--- src/rtl/serial_add_ctrl.sv ---
// serial_add_ctrl: bit-serial adder controller built around one full_adder.
// The operands are added LSB first, one bit per clk edge. The sum bits shift
// into the result register from the MSB side.
// Optional feature macro: SERIAL_ADD_SUB_EN. It adds the input port 'sub'.
// When sub=1, the block computes op_a - op_b: B is inverted and the carry-in
// is forced to 1.
//
// state  | meaning
// -------+-------------------------------------------------------------
// IDLE   | waiting for start; result/cout hold the last answer
// RUN    | one sum bit per edge; the counter tracks the bits done
// DONE   | result/cout valid, done pulses for this single cycle

module full_adder (
  input  logic a,
  input  logic b,
  input  logic c,
  output logic sum,
  output logic carry
);
  // single-bit sum and carry
  assign sum   = a ^ b ^ c;
  assign carry = (a & b) | (c & (a ^ b));
endmodule

module serial_add_ctrl #(
  parameter int WIDTH = 8
) (
  input  logic             clk,
  input  logic             rst_n,
  input  logic             start,
`ifdef SERIAL_ADD_SUB_EN
  input  logic             sub,
`endif
  input  logic [WIDTH-1:0] op_a,
  input  logic [WIDTH-1:0] op_b,
  output logic             busy,
  output logic             done,
  output logic [WIDTH-1:0] result,
  output logic             cout
);

  // The counter can reach WIDTH without wrapping, even at WIDTH=2.
  localparam int CNT_W = $clog2(WIDTH + 1);
  localparam logic [CNT_W-1:0] LAST_BIT = CNT_W'(WIDTH - 1);

  typedef enum logic [1:0] {
    IDLE = 2'd0,
    RUN  = 2'd1,
    DONE = 2'd2
  } state_t;

  state_t           state_q;
  logic [WIDTH-1:0] a_q;
  logic [WIDTH-1:0] b_q;
  logic [WIDTH-1:0] res_q;
  logic             carry_q;
  logic [CNT_W-1:0] cnt_q;
  logic             busy_q;
  logic             done_q;

  logic fa_b;
  logic fa_sum;
  logic fa_carry;
  logic carry_in;

`ifdef SERIAL_ADD_SUB_EN
  logic sub_q;

  // Subtraction is A + ~B + 1. The inversion is applied on the way into the
  // adder, so the operand register keeps the raw B value.
  assign fa_b     = b_q[0] ^ sub_q;
  assign carry_in = sub;
`else
  assign fa_b     = b_q[0];
  assign carry_in = 1'b0;
`endif

  full_adder u_fa (
    .a     (a_q[0]),
    .b     (fa_b),
    .c     (carry_q),
    .sum   (fa_sum),
    .carry (fa_carry)
  );

  // Sequencer: operand capture, bit-serial datapath and registered outputs.
  always_ff @(posedge clk or negedge rst_n) begin
    if (!rst_n) begin
      state_q <= IDLE;
      a_q     <= '0;
      b_q     <= '0;
      res_q   <= '0;
      carry_q <= 1'b0;
      cnt_q   <= '0;
      busy_q  <= 1'b0;
      done_q  <= 1'b0;
`ifdef SERIAL_ADD_SUB_EN
      sub_q   <= 1'b0;
`endif
    end else begin
      case (state_q)
        IDLE: begin
          done_q <= 1'b0;
          if (start) begin
            a_q     <= op_a;
            b_q     <= op_b;
            carry_q <= carry_in;
            cnt_q   <= '0;
            busy_q  <= 1'b1;
`ifdef SERIAL_ADD_SUB_EN
            sub_q   <= sub;
`endif
            state_q <= RUN;
          end
        end
        RUN: begin
          a_q     <= {1'b0, a_q[WIDTH-1:1]};
          b_q     <= {1'b0, b_q[WIDTH-1:1]};
          res_q   <= {fa_sum, res_q[WIDTH-1:1]};
          carry_q <= fa_carry;
          cnt_q   <= cnt_q + CNT_W'(1);
          if (cnt_q == LAST_BIT) begin
            busy_q  <= 1'b0;
            done_q  <= 1'b1;
            state_q <= DONE;
          end
        end
        DONE: begin
          done_q  <= 1'b0;
          state_q <= IDLE;
        end
        default: begin
          busy_q  <= 1'b0;
          done_q  <= 1'b0;
          state_q <= IDLE;
        end
      endcase
    end
  end

  // After the last RUN edge, the carry flop holds the final carry-out. It
  // keeps that value until the next accepted start reloads it.
  assign busy   = busy_q;
  assign done   = done_q;
  assign result = res_q;
  assign cout   = carry_q;

endmodule

--- config.mk ---
export PLATFORM = sky130hd
export DESIGN_NAME = serial_add_ctrl
export DESIGN_NICKNAME = d
export VERILOG_FILES = /design/src/rtl/serial_add_ctrl.sv
export SDC_FILE = /design/constraint.sdc
export NUM_CORES = 1
export LEC_CHECK = 0
export BUFFER_PORTS_ARGS = -buffer_cell sky130_fd_sc_hd__clkbuf_2
export CELL_PAD_IN_SITES_DETAIL_PLACEMENT = 0
export CELL_PAD_IN_SITES_GLOBAL_PLACEMENT = 2
export CORE_ASPECT_RATIO = 1.2
export CORE_MARGIN = 2
export CORE_UTILIZATION = 34
export DETAILED_ROUTE_END_ITERATION = 8
export GPL_TIMING_DRIVEN = 0
export PLACE_DENSITY_LB_ADDON = 0.1
export SETUP_SLACK_MARGIN = 0.5
export SLEW_MARGIN = 20
export SYNTH_ARGS = -nofsm -noshare
export SYNTH_HDL_FRONTEND = slang
export SYNTH_SLANG_ARGS = --single-unit
--- constraint.sdc ---
create_clock -name clk -period 1.48 [get_ports clk]
set_input_delay 0.296 -clock clk [delete_from_list [all_inputs] [get_ports clk]]
set_output_delay 0.296 -clock clk [all_outputs]
set_load 0.005 [all_outputs]
==> run_results.csv <==
group,metric,value,unit
global_route,antenna_found_initial,0,
final_layout,multi_input_area,593,um2
cts,clock-sinks,33,
synthesis,ys_ff_latch,33,
cts,cts_buffers,5,
final_layout,fin_nets,215,
sta,whs,0.107,ns
setup_path,crit_type,"register to register",
synthesis,ys_seq_area_share,56.7,%
cts,cts_tree,"done",
die,start_util,34.7,%
cts,cts_max_level,2,
die,die_area,4830,um2
final_layout,final_common_cell,"dfrtp_1",
placement,place_congestion,0.668,
sta,tns,0,ns
die,die_h,75.7,um
power,p_seq_share,34.9,%
setup_path,startpoint_type,"register",
die,num_rows,26,
cts,clock_path_buffers,2,
synthesis,synth-edff-count,0,
job,cap_violations,0,
final_layout,diodes,0,
setup_path,endpoint_kind,"register",
status,outcome,"finished clean",
synthesis,synth_area,1460,um2
power,p_int,2.88,mW
route,drt-wirelength-per-cell,13.2,um
final_layout,area_growth,41.6,%
setup_path,crit_top_cell,"buf_6",
global_route,grt_pass1_vias,1202,
synthesis,synth-async-reset-ratio,100,%
global_route,grt_pass1_wl,5530,um
final_layout,seqCellArea,827,um2
synthesis,syn_nets,151,
final_layout,final_cell_mix,"dfrtp_1 (32), clkbuf_2 (29), buf_4 (27)",
route,route.detailed.drc,0,
power,p_per_area,2100,nW/um2
route,postRouteAntennaNets,0,
synthesis,avgSynthCellArea,11.2,um2
final_layout,final_layout_size_suffix_gt1_share,46.2,%
setup_path,cp_cell_sequence,"buf_6 > nand2b_4 > buf_6 > buf_8 > mux2_4",
cts,worst_skew_pair.late_latency,0.28,ns
sta,finalSetupViolations,0,
sta,worst_pin_slew,0.831,ns
power,power_frac_comb,50.5,%
sta,post-route-period-util,86.4,%
synthesis,yosysWarningCount,0,
sta,max_freq,782,MHz
setup_path,slowest_stage,"dfrtp_1",
synthesis,synth_cell_type_count,27,
route,vias,1182,
setup_path,arrival,1.44,ns
power,power,4.34,mW
placement,dp_hpwl,2120,um
cts,cts.clk_slew.worst_paths,0.07,ns
route,drt_iter0_drc,24,
setup_path,crit_family,"flip-flops",
setup_path,critPathBufInv,3,
sta,rsz0062_at_grt,"yes",
min_path,min_path_type,"input port to async pin",
power,ir_drop,0.774,mV
setup_path,slowest_delay,0.37,ns
sta,slew_headroom,44.6,%
route,dr.pass1.iters,4,
cts,cts_root_buf,"clkbuf_8",
route,drt_wl_total,3320,um
global_route,gr-total-overflow,0,
power,swShare,33.6,%
power,leakage,1.01,nW
sta,slew_violations,0,
setup_path,worstPathRequired,1.64,ns
synthesis,syn_inst,130,
power,power.share.clock,14.6,%
sta,hold_viol,0,
sta,fin_worst_skew,0.00519,ns
die,core,4200,um2
global_route,track_usage,15.3,%
die,io_pins,30,
route,viasPerCell,4.71,
power,power_switching,1.46,mW
die,die_w,63.8,um
sta,period_minus_slack,1.28,ns
synthesis,synthFlopType,"dfrtp_1",
global_route,grt_max_degree,34,
placement,io_buffers,29,
final_layout,num-fill-cells,406,
setup_path,crit_fanout,8,
-- per-stage QoR --
stage / std cells / setup slack (ns) / instance area (um2) / utilization (%)
CTS: 243 / 0.207 / 1980 / 47.1
detailed placement: 215 / 0.165 / 1700 / 40.6
floorplan: 130 / 0.226 / 1490 / -
global route: 251 / 0.172 / 2060 / 49.2
global placement: 215 / 0.176 / 1700 / 40.6
finish: 251 / 0.201 / 2060 / 49.2
-- state kept, by name (all words and copies together) (netlist names) --
name and flops:
busy 1, state_q 2, b_q 8, done 1, cout 1, cnt_q 4
a_q 8, result 8
-- layer usage --
| layer | up-vias | GRT usage [%] | wire [um] | share of wire (%) |
|---|---|---|---|---|
| met3 | 5 | 4.43 | 117 | 3.5 |
| met1 | 576 | 16.6 | 1400 | 42 |
| met5 | - | 0 | 0 | 0 |
| li1 | 578 | - | - | - |
| met4 | 0 | 6.52 | 58 | 1.7 |
| met2 | 23 | 28.4 | 1740 | 52 |
-- cell usage after synthesis, types with 3 or more instances --
master / count / area, um2
mux2_4: 3 / 45.0
o21ai_0: 18 / 90.1
a22o_1: 3 / 26.3
and3b_1: 3 / 26.3
buf_6: 3 / 33.8
a21oi_1: 4 / 20.0
nand2_1: 19 / 71.3
a22oi_1: 12 / 90.1
inv_1: 5 / 18.8
dfrtp_1: 33 / 826
buf_2: 3 / 15.0
mux2_2: 4 / 45.0
nand3_1: 3 / 15.0
nor2_1: 3 / 11.3
-- cells by family after synthesis --
logic type                 share of synthesized area [%]
AOI/OAI and AO/OA                                   16.5
and+or+nand+nor                                     11.8
DFF                                                 56.7
buffers and inverters                               5.92
muxes                                               6.87
adders and majority gates                           2.23
-- worst paths after layout --
check                                        from                     end  slack (ns)  cells past startpoint
max                        state_q[1]$_DFFE_PN0P_   result[5]$_DFFE_PN0P_        0.20                      5
min                                         rst_n   result[3]$_DFFE_PN0P_        0.11                      1
max reg2reg                state_q[1]$_DFFE_PN0P_   result[5]$_DFFE_PN0P_        0.20                      5
min reg2reg                    b_q[5]$_DFFE_PN0P_      b_q[5]$_DFFE_PN0P_        0.49                      2
max in group asynchronous                   rst_n  state_q[0]$_DFFE_PN0P_        0.81                      1
min in group clk                          op_a[7]      a_q[7]$_DFFE_PN0P_        0.24                      2
-- power by group through the flow --
stage / logic, mW / registers (mW) / clock network, mW
4_1_cts: 2.00 / 1.51 / 0.668
2_1_floorplan: 1.09 / 1.51 / 0
3_3_place_gp: 1.46 / 1.54 / 0
6_report: 2.19 / 1.51 / 0.635
3_5_place_dp: 1.51 / 1.55 / 0
5_1_grt: 2.41 / 1.56 / 0.719
-- final cells by class --
| class | count | share of cell area, % |
|---|---|---|
| Tap cell | 56 | 3.39 |
| Multi-Input combinational cell | 83 | 28.7 |
| Timing Repair Buffer | 57 | 18.4 |
| Clock buffer | 6 | 3.52 |
| Clock inverter | 2 | 0.485 |
| Sequential cell | 33 | 40.1 |
| Inverter | 5 | 0.909 |
| Buffer | 9 | 4.55 |
-- repair_timing --
action | in CTS | in global routing
gates resized for setup | 19 | 10
hold buffers | 0 | 0
pin swaps | 8 | 1
cloned | 1 | 1
buffers inserted | 19 | 7
endpoints found under the setup margin | 44 | 44
Note: power is estimated with default switching activity, not from simulation.
